`config.mk`:
```
export PLATFORM = sky130hd
export DESIGN_NAME = axis_frame_gen
export DESIGN_NICKNAME = d
export VERILOG_FILES = /design/src/rtl/axis_pkg.sv /design/src/rtl/axis_lfsr.sv /design/src/rtl/axis_frame_gen.sv
export SDC_FILE = /design/constraint.sdc
export NUM_CORES = 1
export LEC_CHECK = 0
export ABC_AREA = 1
export CORE_MARGIN = 2
export CORE_UTILIZATION = 50
export CTS_BUF_LIST = sky130_fd_sc_hd__clkbuf_16
export CTS_CLUSTER_SIZE = 12
export DETAILED_ROUTE_END_ITERATION = 8
export PLACE_DENSITY = 0.73
export SYNTH_ARGS = -nofsm -noshare
export SYNTH_HDL_FRONTEND = slang
export SYNTH_SLANG_ARGS = --single-unit
export TNS_END_PERCENT = 5
```
`constraint.sdc`:
```
create_clock -name clk -period 3.9 [get_ports clk]
set_input_delay 0.78 -clock clk [delete_from_list [all_inputs] [get_ports clk]]
set_output_delay 0.78 -clock clk [all_outputs]
set_load 0.05 [all_outputs]
```
`src/rtl/axis_pkg.sv`:
```
// Shared types and constants for the AXI-Stream frame generator.
package axis_pkg;

   typedef enum logic [1:0] {
      ST_IDLE,
      ST_SEND,
      ST_GAP
   } state_t;

   localparam int unsigned DEF_DATA_W = 8;
   localparam int unsigned DEF_LEN_W  = 8;
   localparam int unsigned DEF_GAP_W  = 4;

   localparam logic [7:0] LFSR_SEED = 8'h01;
   // Stages 8,6,5,4 of x^8+x^6+x^5+x^4+1 map to register bits 7,5,4,3
   localparam logic [7:0] LFSR_TAPS = 8'hB8;

   function automatic logic [7:0] lfsr_step(input logic [7:0] s);
      return {s[6:0], ^(s & LFSR_TAPS)};
   endfunction

endpackage

```
`src/rtl/axis_lfsr.sv`:
```
// 8-bit Fibonacci LFSR payload source; only built with AXIS_FRAME_GEN_LFSR_EN.
`ifdef AXIS_FRAME_GEN_LFSR_EN
module axis_lfsr
   import axis_pkg::*;
(
   input  logic       clk,
   input  logic       rst,
   input  logic       load,
   input  logic       step,
   output logic [7:0] q
);

   always_ff @(posedge clk) begin
      if (rst || load) begin
         q <= LFSR_SEED;
      end else if (step) begin
         q <= lfsr_step(q);
      end
   end

endmodule
`endif

```
`src/rtl/axis_frame_gen.sv`:
```
// AXI-Stream frame generator: runs of fixed-length frames separated by idle gaps.
// Define AXIS_FRAME_GEN_LFSR_EN to source the payload from axis_lfsr instead of a counter.
module axis_frame_gen
   import axis_pkg::*;
#(
   parameter int unsigned DATA_W = DEF_DATA_W,
   parameter int unsigned LEN_W  = DEF_LEN_W,
   parameter int unsigned GAP_W  = DEF_GAP_W
) (
   input  logic              clk,
   input  logic              rst,
   input  logic              start,
   input  logic [LEN_W-1:0]  frame_len,
   input  logic [GAP_W-1:0]  gap,
   input  logic [LEN_W-1:0]  num_frames,
   output logic [DATA_W-1:0] m_data,
   output logic              m_valid,
   input  logic              m_ready,
   output logic              m_last,
   output logic              busy,
   output logic              done,
   output logic [LEN_W-1:0]  frame_cnt
);

   state_t            state;
   logic [LEN_W-1:0]  len_q;
   logic [LEN_W-1:0]  nf_q;
   logic [LEN_W-1:0]  beat_cnt;
   logic [GAP_W-1:0]  gap_q;
   logic [GAP_W-1:0]  gap_cnt;
   logic              accept;
   logic              xfer;
   logic              beat_last;
   logic              run_end;
   logic [LEN_W-1:0]  len_eff;
   logic [LEN_W-1:0]  frame_nxt;
   logic [DATA_W-1:0] data_first;
   logic [DATA_W-1:0] data_nxt;

   // A start landing in the done cycle is dropped even though busy is already low
   assign accept    = start && (state == ST_IDLE) && !done;
   assign xfer      = m_valid && m_ready;
   assign len_eff   = (frame_len == '0) ? LEN_W'(1) : frame_len;
   assign beat_last = (beat_cnt == len_q - LEN_W'(1));
   assign frame_nxt = frame_cnt + LEN_W'(1);
   assign run_end   = (nf_q != '0) && (frame_nxt == nf_q);

`ifdef AXIS_FRAME_GEN_LFSR_EN
   logic [7:0] lfsr_q;

   axis_lfsr u_lfsr (
      .clk  (clk),
      .rst  (rst),
      .load (accept),
      .step (xfer),
      .q    (lfsr_q)
   );

   assign data_first = DATA_W'(LFSR_SEED);
   assign data_nxt   = DATA_W'(lfsr_step(lfsr_q));
`else
   assign data_first = '0;
   assign data_nxt   = m_data + DATA_W'(1);
`endif

   // Frame sequencing FSM with registered stream outputs
   always_ff @(posedge clk) begin
      if (rst) begin
         state     <= ST_IDLE;
         m_valid   <= 1'b0;
         m_last    <= 1'b0;
         m_data    <= '0;
         busy      <= 1'b0;
         done      <= 1'b0;
         frame_cnt <= '0;
         len_q     <= LEN_W'(1);
         nf_q      <= '0;
         gap_q     <= '0;
         gap_cnt   <= '0;
         beat_cnt  <= '0;
      end else begin
         done <= 1'b0;
         case (state)
            ST_IDLE: begin
               if (accept) begin
                  len_q     <= len_eff;
                  gap_q     <= gap;
                  nf_q      <= num_frames;
                  frame_cnt <= '0;
                  beat_cnt  <= '0;
                  m_data    <= data_first;
                  m_valid   <= 1'b1;
                  m_last    <= (len_eff == LEN_W'(1));
                  busy      <= 1'b1;
                  state     <= ST_SEND;
               end
            end
            ST_SEND: begin
               if (xfer) begin
                  m_data <= data_nxt;
                  if (beat_last) begin
                     frame_cnt <= frame_nxt;
                     beat_cnt  <= '0;
                     if (run_end) begin
                        state   <= ST_IDLE;
                        m_valid <= 1'b0;
                        m_last  <= 1'b0;
                        busy    <= 1'b0;
                        done    <= 1'b1;
                     end else if (gap_q != '0) begin
                        state   <= ST_GAP;
                        m_valid <= 1'b0;
                        m_last  <= 1'b0;
                        gap_cnt <= gap_q - GAP_W'(1);
                     end else begin
                        m_last <= (len_q == LEN_W'(1));
                     end
                  end else begin
                     beat_cnt <= beat_cnt + LEN_W'(1);
                     m_last   <= ((beat_cnt + LEN_W'(1)) == (len_q - LEN_W'(1)));
                  end
               end
            end
            ST_GAP: begin
               if (gap_cnt == '0) begin
                  state   <= ST_SEND;
                  m_valid <= 1'b1;
                  m_last  <= (len_q == LEN_W'(1));
               end else begin
                  gap_cnt <= gap_cnt - GAP_W'(1);
               end
            end
            default: state <= ST_IDLE;
         endcase
      end
   end

endmodule

```
==> results_dict.tcl, run 1 <==
set metrics [dict create \
    io_buffers 43 \
    slew_headroom 0.636 \
    synth_top_area_cell "dfxtp_1" \
    place_congestion 0.955 \
    dieWidth_um 86.4 \
    drc_errors 0 \
    postCtsSetupRepairBufs 0 \
    antenna-diode-count 0 \
    grt_first_pass_wirelength_um 13600 \
    hold_viol 0 \
    place_inst 641 \
    maxCapViolations 0 \
    path_clk_slew_ns 0.07 \
    ys_types 39 \
    tns_ns 0 \
    finalSetupViolCount 0 \
    start_util 0.508 \
    numCtsBuffers 5 \
    finalCriticalPeriod_ns 2.85 \
    cts.sinks 54 \
    async_flop_share 0 \
    fin_cells 649 \
    rows 30 \
    final_layout_size_suffix_gt1_frac 0.0685 \
    insertion_delay_ns 0.29 \
    ys_seq_elements 54 \
    tightest_slew_ns 0.545 \
    synth_warnings 0 \
    rsz0062_at_grt "no" \
    synth-edff-count 0 \
    min_path_type "flip-flop to flip-flop" \
    synth_most_common_cell "nand2_1" \
    cts_hold_buf 0 \
    synthFlopType "dfxtp_1" \
    max-vdd-ir-drop_mv 0.404 \
    powerDensity_nw_per_um2 665 \
    worstPathMaxFanout 39 \
    cts_tree "done" \
    coreArea_um2 6680 \
    drt_wl_total_um 8150 \
    whs_ns 0.461 \
    wire_per_inst_um 12.6 \
    hpwlAfterDp_um 6530 \
    synthTopCellsByArea "dfxtp_1 (32%), nand2_1 (15%), nand3_1 (8.1%)" \
    synth_area_um2 3390 \
    syn2layout_area_growth_pct 19.0 \
    ctsResizeCount 0 \
    finClkSkew_ns 0.00815 \
    arrival_ns 3.08 \
    nets 602 \
    p_leak_nw 1.73 \
    vias_per_cell 5.16 \
    netlist.area_leader.share 0.319 \
    grt_overflow 0 \
    drt_iter0_drc 163 \
    ys_top_cells_by_count "nand2_1 (133), inv_1 (63), nor2_1 (57), nand3_1 (55), dfxtp_1 (54)" \
    cts-htree-levels 2 \
    drv_slew 0 \
    syn-num-nets 564 \
    die_area_um2 7460 \
    clock.fmax_mhz 351 \
    final_util 0.604 \
    status "complete, no violations" \
    worstSetupStartpointType "input port" \
    fillCellCount 658 \
    grt_pass1_vias 3083 \
    antenna_found_initial 0 \
    syn_avg_cell_area_um2 6.40 \
    synth-seq-area-share 0.319 \
    vias 3346 \
    worstSetupPathType "input port to flip-flop" \
    grt_max_degree 40 \
    timing.final.crit_share 0.731 \
    syn_inst 530 \
    num_io_pins 44 \
    drtAntennaViolNets 0 \
    required_ns 4.13 \
    clk_path_buf_depth 2 \
    cp-end-kind "flip-flop" \
    gr-usage-all-layers 0.225 \
    first_pass_iters 4 \
    die_h_um 86.4 \
    cts_root_buffer "clkbuf_16" \
    total_power_mw 2.68 \
]
[cells by family (layout without fill, tap and decap cells)]
family	Yosys count	count (layout)	synth area share
fa+ha+maj	10	10	0.0369
compound gates	81	81	0.135
simple gates	296	296	0.393
xor+xnor	9	9	0.0232
flops	54	54	0.319
buf+inv	80	119	0.0937
[metrics by stage]
stage | instance area, um^2 | setup WS (ns)
after floorplan | 3390 | 1.69
after global placement | 3870 | 0.882
after detailed placement | 3870 | 0.755
after CTS | 4040 | 1.05
after global routing | 4040 | 0.745
final | 4040 | 1.05
[report_power, final]
group	internal (mW)	leakage [nW]	switching, mW
clock	0.304	0.0842	0.202
combinational	0.479	1.20	0.899
sequential	0.676	0.442	0.125
total	1.46	1.73	1.23
[final timing paths]
path | startpoint | to | slack (ns) | cells after the start
max | start | m_data[4] | 1.05 | 14
min | busy | busy | 0.46 | 2
max reg2reg | state[1] | m_data[4] | 1.35 | 15
min reg2reg | busy | busy | 0.46 | 2
[metal layers]
layer	wire, um	up-vias	GRT usage
li1	-	1803	-
met1	3800	1485	0.279
met2	3950	48	0.405
met3	277	10	0.0333
met4	116	0	0.0611
met5	0	-	0
[sequential cells by signal (all words and copies together) (netlist names)]
register	cells
beat_cnt	8
frame_cnt	8
len_q	8
m_data	8
nf_q	8
gap_cnt	4
gap_q	4
state	2
busy	1
done	1
m_last	1
m_valid	1
[final cells by class]
| class | instances | area (um^2) | share of cell area |
|---|---|---|---|
| sequential | 54 | 1080 | 0.268 |
| clock inverter | 3 | 43.8 | 0.0108 |
| inverter | 66 | 248 | 0.0614 |
| clock buffer | 5 | 125 | 0.0310 |
| tap | 80 | 100 | 0.0248 |
| timing repair buffer | 45 | 445 | 0.110 |
| multi-input combinational | 396 | 1990 | 0.494 |
[worst max-delay path, cell delays in order]
cell             delay (ns)
clkdlybuf4s50_1        0.46
nand2_1                0.06
nor2_2                 0.18
inv_2                  0.26
nand2_1                0.13
nand2_1                0.12
a21oi_2                0.16
buf_4                  0.27
inv_1                  0.13
nor2_1                 0.17
inv_1                  0.05
o21ai_0                0.14
nand2_1                0.06
nor2_1                 0.07
[layout by cell type (no fill, tap or decap), types with 2 or more instances in the layout]
| master | instances |
|---|---|
| xor2_1 | 5 |
| buf_4 | 2 |
| nor2_2 | 6 |
| nand2_2 | 9 |
| a211oi_2 | 2 |
| nor3b_1 | 3 |
| and2_1 | 2 |
| nor4_1 | 6 |
| nor2_4 | 3 |
| ha_1 | 10 |
| dfxtp_1 | 54 |
| and3_1 | 2 |
| nand2_1 | 133 |
| o21ai_0 | 31 |
| a21oi_1 | 31 |
| xnor2_1 | 4 |
| a211oi_1 | 4 |
| nand3_1 | 55 |
| nor2_1 | 57 |
| inv_1 | 63 |
| o22ai_1 | 5 |
| nand3_2 | 2 |
| clkdlybuf4s50_1 | 43 |
| inv_2 | 3 |
| clkbuf_16 | 5 |
| nor3_1 | 7 |
| nand4_1 | 8 |
No activity file was read; power rests on OpenSTA's default activity.
==> inputs of run 2 (changes only) <==
==> constraint.sdc (replaced) <==
create_clock -name clk -period 2.73 [get_ports clk]
set_input_delay 0.546 -clock clk [delete_from_list [all_inputs] [get_ports clk]]
set_output_delay 0.546 -clock clk [all_outputs]
set_load 0.05 [all_outputs]
==> run 2 against run 1 <==
  * Final cell count grew 0.62%
  * Critical path depth down 1
  * Combinational power is 44% higher
  * Sequential power up 44%
  * Worst hold slack better by 0.015 ns
  * Via count rose by 0.96%
  * Critical path type is now flip-flop to flip-flop
  * Largest cell class unchanged
  * Highest routed layer unchanged
==> results_dict.tcl, run 2 (synthesis gave the netlist of run 1 again) <==
set metrics [dict create \
    path_buf_inv 1 \
    finClkSkew_ns 0.00454 \
    vias_per_cell 5.17 \
    rows 30 \
    drt_wl_total_um 8180 \
    p_leak_nw 1.75 \
    wl_met3_um 217 \
    layout_common_cells "nand2_1 (133), inv_1 (63), nor2_1 (57), nand3_1 (55), dfxtp_1 (54)" \
    arrival_ns 2.59 \
    vias 3378 \
    fillCellCount 663 \
    layout_commonest_cell "nand2_1" \
    seq_area_um2 1080 \
    min_path_type "flip-flop to flip-flop" \
    nets 606 \
    crit_top_cell "nand2_1" \
    finalSetupViolCount 0 \
    clk_path_buf_depth 2 \
    multi_input_area_um2 2000 \
    cts.sinks 54 \
    status "complete, no violations" \
    final_layout_size_suffix_gt1_frac 0.0768 \
    insertion_delay_ns 0.29 \
    path_cells "inv_1, ha_1, xor2_1, nand2_1, nor2_2, nand2_1, nor2_2, nand3_2, nand2_2, and3_1, nand3_1, nand2_1, nor2_1" \
    wire_per_inst_um 12.5 \
    max_stage_delay_ns 0.40 \
    io_buffers 43 \
    finalCriticalPeriod_ns 2.39 \
    top_layer "met4" \
    die_area_um2 7460 \
    required_ns 2.92 \
    hpwlAfterDp_um 6340 \
    worstSetupStartpointType "flip-flop" \
    cts-htree-levels 2 \
    drt_iter0_drc 147 \
    max-vdd-ir-drop_mv 0.482 \
    worst-path-stages 13 \
    coreArea_um2 6680 \
    r2r_slack_ns 0.34 \
    worstPathMaxFanout 8 \
    syn2layout_area_growth_pct 20.1 \
    gr-usage-all-layers 0.227 \
    slew_headroom 0.654 \
    num_io_pins 44 \
    place_congestion 0.869 \
    drc_errors 0 \
    die_h_um 86.4 \
    start_util 0.508 \
    whs_ns 0.475 \
    cp-end-kind "flip-flop" \
    grt_pass1_vias 3151 \
    antenna_found_initial 0 \
    min_path_cells 2 \
    antenna-diode-count 0 \
    wl_met2_um 4160 \
    clock.fmax_mhz 418 \
    hold_viol 0 \
    drtAntennaViolNets 0 \
    cts_tree "done" \
    maxCapViolations 0 \
    first_pass_iters 4 \
    worstSetupPathType "flip-flop to flip-flop" \
    path_clk_slew_ns 0.07 \
    numCtsBuffers 5 \
    dpl_cell_area_um2 3900 \
    cts_root_buffer "clkbuf_16" \
    path_delay_family "simple AND/OR/NAND/NOR gates" \
    postCtsSetupRepairBufs 0 \
    m1WireLength_um 3710 \
    cp_slowest_cell "dfxtp_1" \
    tns_ns 0 \
    rsz0062_at_grt "no" \
    powerDensity_nw_per_um2 953 \
    stdcell_area_um2 4070 \
    dieWidth_um 86.4 \
    grt_max_degree 39 \
    drv_slew 0 \
    timing.final.crit_share 0.877 \
    reg2reg_depth 13 \
    grt_first_pass_wirelength_um 13800 \
    grt_overflow 0 \
    tightest_slew_ns 0.518 \
]
[run 2: changes by cell type in the layout (fill, tap and decap cells not counted)]
cell    before  now
buf_4        2    6
nor4_1       6    5
nor4_2       0    1
[run 2: routing by layer]
layer  track usage  vias up
met5             0        -
li1              -     1812
met1         0.281     1503
met3        0.0362       11
met4        0.0639        0
met2         0.406       52
[run 2: path summary, 6_finish.rpt]
kind	startpoint	endpoint
max	len_q[0]	gap_cnt[0]
min	gap_q[1]	gap_q[1]
max reg2reg	len_q[0]	gap_cnt[0]
min reg2reg	gap_q[1]	gap_q[1]
[run 2: what timing repair did]
action                                  4_1_cts  5_1_grt
hold buffers                                  0        0
endpoints found under the setup margin        0        5
resized for setup                             0        1
[run 2: tightest hold or removal path, cell delays in order (launching register included)]
cell and delay (ns):
dfxtp_1 0.31, inv_1 0.07, a21oi_1 0.06
[run 2: final cells by class]
| type | count | area share |
|---|---|---|
| flip-flops and latches | 54 | 0.265 |
| clock inverters | 3 | 0.0107 |
| inverters | 66 | 0.0608 |
| well taps | 80 | 0.0246 |
| multi-input cells | 396 | 0.491 |
| clock buffers | 5 | 0.0307 |
| repair buffers | 49 | 0.117 |
[run 2: stage by stage]
| stage | power, mW | utilization | instances | setup WS [ns] |
|---|---|---|---|---|
| finish | 3.88 | 0.610 | 653 | 0.336 |
| global route | 4.19 | 0.610 | 653 | 0.0552 |
| CTS | 3.88 | 0.609 | 653 | 0.228 |
| detailed placement | 3.13 | 0.584 | 645 | 0.225 |
| global placement | 3.09 | 0.584 | 645 | 0.283 |
| floorplan | 2.69 | - | 530 | 0.516 |
[run 2: power breakdown]
| group | internal [mW] | switching (mW) |
|---|---|---|
| Clock | 0.435 | 0.304 |
| Sequential | 0.965 | 0.184 |
| Combinational | 0.719 | 1.28 |
| Total | 2.12 | 1.76 |
==> edit: new RTL, flow settings as in run 2 <==
Build with the macro `AXIS_FRAME_GEN_LFSR_EN` defined.
--- a/src/rtl/axis_lfsr.sv
+++ b/src/rtl/axis_lfsr.sv
@@ -1,2 +1,4 @@
 // 8-bit Fibonacci LFSR payload source; only built with AXIS_FRAME_GEN_LFSR_EN.
+`define AXIS_FRAME_GEN_LFSR_EN
+
 `ifdef AXIS_FRAME_GEN_LFSR_EN
Behaviour: not the same (Yosys sat finds a counterexample within 4 cycles, from zero or initial values and one cycle with rst high).
==> edit against run 2 <==
Setup slack better by 0.10 ns. Sequential cell count up 8. Die area is 2.9% higher. Maximum frequency up 4.4%. Area after synthesis rose by 3.0%. Sequential power grew 16%. Wire length is 11% higher. Largest cell class unchanged. Combinational power increased by 15%. First-iteration DRC count decreased by 4.8%. Non-clock buffer count is 2 higher. Power rose by 23%. Synthesized cell count fell by 5.5%. Cell area grew 6.4%. Global-route usage rose by 2.5 points. Highest routed layer unchanged.
==> edit: results (changes against run 2) <==
result of the run completed (unchanged); wirelength, routed 9070 µm (was 8180 µm); P per Cell Area 1100 nW/µm² (was 953 nW/µm²); Iter 0 DRT Violations 140 (was 147); adder-cell area share of the yosys netlist 3.22% (was 3.69%); Routed wire per std cell 13.9 µm (was 12.5 µm); Worst EP arrival 2.52 ns (was 2.59 ns); fraction of the mapped netlist area in compound gates 14.3% (was 13.5%); top cells by count, synth sky130_fd_sc_hd__nand2_1, sky130_fd_sc_hd__dfxtp_1, sky130_fd_sc_hd__nor2_1 (was sky130_fd_sc_hd__nand2_1, sky130_fd_sc_hd__inv_1, sky130_fd_sc_hd__nor2_1); static power due to leakage 1.80 nW (was 1.75 nW); clock buffer count from CTS 9 (was 5); maximum fanout count along the critical path 11 (was 8); xor and xnor area share after synthesis 5.01% (was 2.32%); global-route wire length before repair 15,000 µm (was 13,800 µm); highest-delay cell along the critical path sky130_fd_sc_hd__a211oi_1 (was sky130_fd_sc_hd__dfxtp_1); gp weighted congestion 0.851 (was 0.869); largest cells by area after synthesis sky130_fd_sc_hd__dfxtp_1, sky130_fd_sc_hd__nand2_1, sky130_fd_sc_hd__nor2_1, sky130_fd_sc_hd__inv_1, sky130_fd_sc_hd__nand3_1 (was sky130_fd_sc_hd__dfxtp_1, sky130_fd_sc_hd__nand2_1, sky130_fd_sc_hd__nand3_1, sky130_fd_sc_hd__inv_1, sky130_fd_sc_hd__nor2_1); CP peak stage delay 0.48 ns (was 0.40 ns); Clock Power Share 24.0% (was 19.0%); worst IR drop on VDD 0.581 mV (was 0.482 mV); setup slack after placement 0.270 ns (was 0.225 ns); post-place instance area 4040 µm² (was 3900 µm²); proportion of synthesized chip area in sequential cells 35.5% (was 31.9%); sequential fraction of design power 28.0% (was 29.6%); placed wire-length estimate 6640 µm (was 6340 µm); total routing resource utilization after global routing 25.2% (was 22.7%); post-synth cell types 38 (was 39); htree depth 3 (was 2); post-synthesis net count 534 (was 564); switching power share of the total 45.1% (was 45.4%); placed cell count 635 (was 645); ratio of routed vias to standard cells 5.20 (was 5.17); maximum number of pins on one net before global-route repair 18 (was 39)
edit: cell count changes in the layout (fill, tap and decap cells not counted), moves of 4 or more:
cell,run 2,this run
sky130_fd_sc_hd__clkbuf_16,5,9
sky130_fd_sc_hd__o21ai_1,1,6
sky130_fd_sc_hd__inv_1,63,51
sky130_fd_sc_hd__nand3_1,55,33
sky130_fd_sc_hd__xor2_1,5,13
sky130_fd_sc_hd__a22oi_1,0,7
sky130_fd_sc_hd__nor2_2,6,0
sky130_fd_sc_hd__dfxtp_1,54,62
sky130_fd_sc_hd__o21ai_0,31,23
sky130_fd_sc_hd__a22o_1,0,6
edit: critical path: cells and delay by family (launching register included):
kind            cells  cell delay (ns)
simple gates        4             0.71
compound gates      2             0.55
fa+ha+maj           1             0.39
flops               1             0.34
buf+inv             2             0.20
edit: routing by layer:
metal,wire length [µm],vias up,track usage (%)
li1,-,1738,-
met1,4180,1536,31.6
met2,4360,91,42.7
met3,317,18,5.47
met4,205,0,9.09
met5,0,-,0
edit: final timing paths:
| kind | from | to | slack [ns] | depth (start not counted) |
|---|---|---|---|---|
| min reg2reg | gap_cnt[1]$_SDFFE_PP0P_ | gap_cnt[1]$_SDFFE_PP0P_ | 0.48 | 2 |
| max | state[0]$_SDFFE_PP0P_ | gap_cnt[0]$_SDFFE_PP0P_ | 0.44 | 9 |
| min | gap_cnt[1]$_SDFFE_PP0P_ | gap_cnt[1]$_SDFFE_PP0P_ | 0.48 | 2 |
| max reg2reg | state[0]$_SDFFE_PP0P_ | gap_cnt[0]$_SDFFE_PP0P_ | 0.44 | 9 |
edit: layout make-up:
type / instances / area, µm²
clock buffers: 9 / 225
well taps: 96 / 120
fillers: 608 / 2460
flip-flops and latches: 62 / 1240
multi-input cells: 371 / 1970
inverters: 55 / 211
repair buffers: 51 / 490
clock inverters: 7 / 73.8
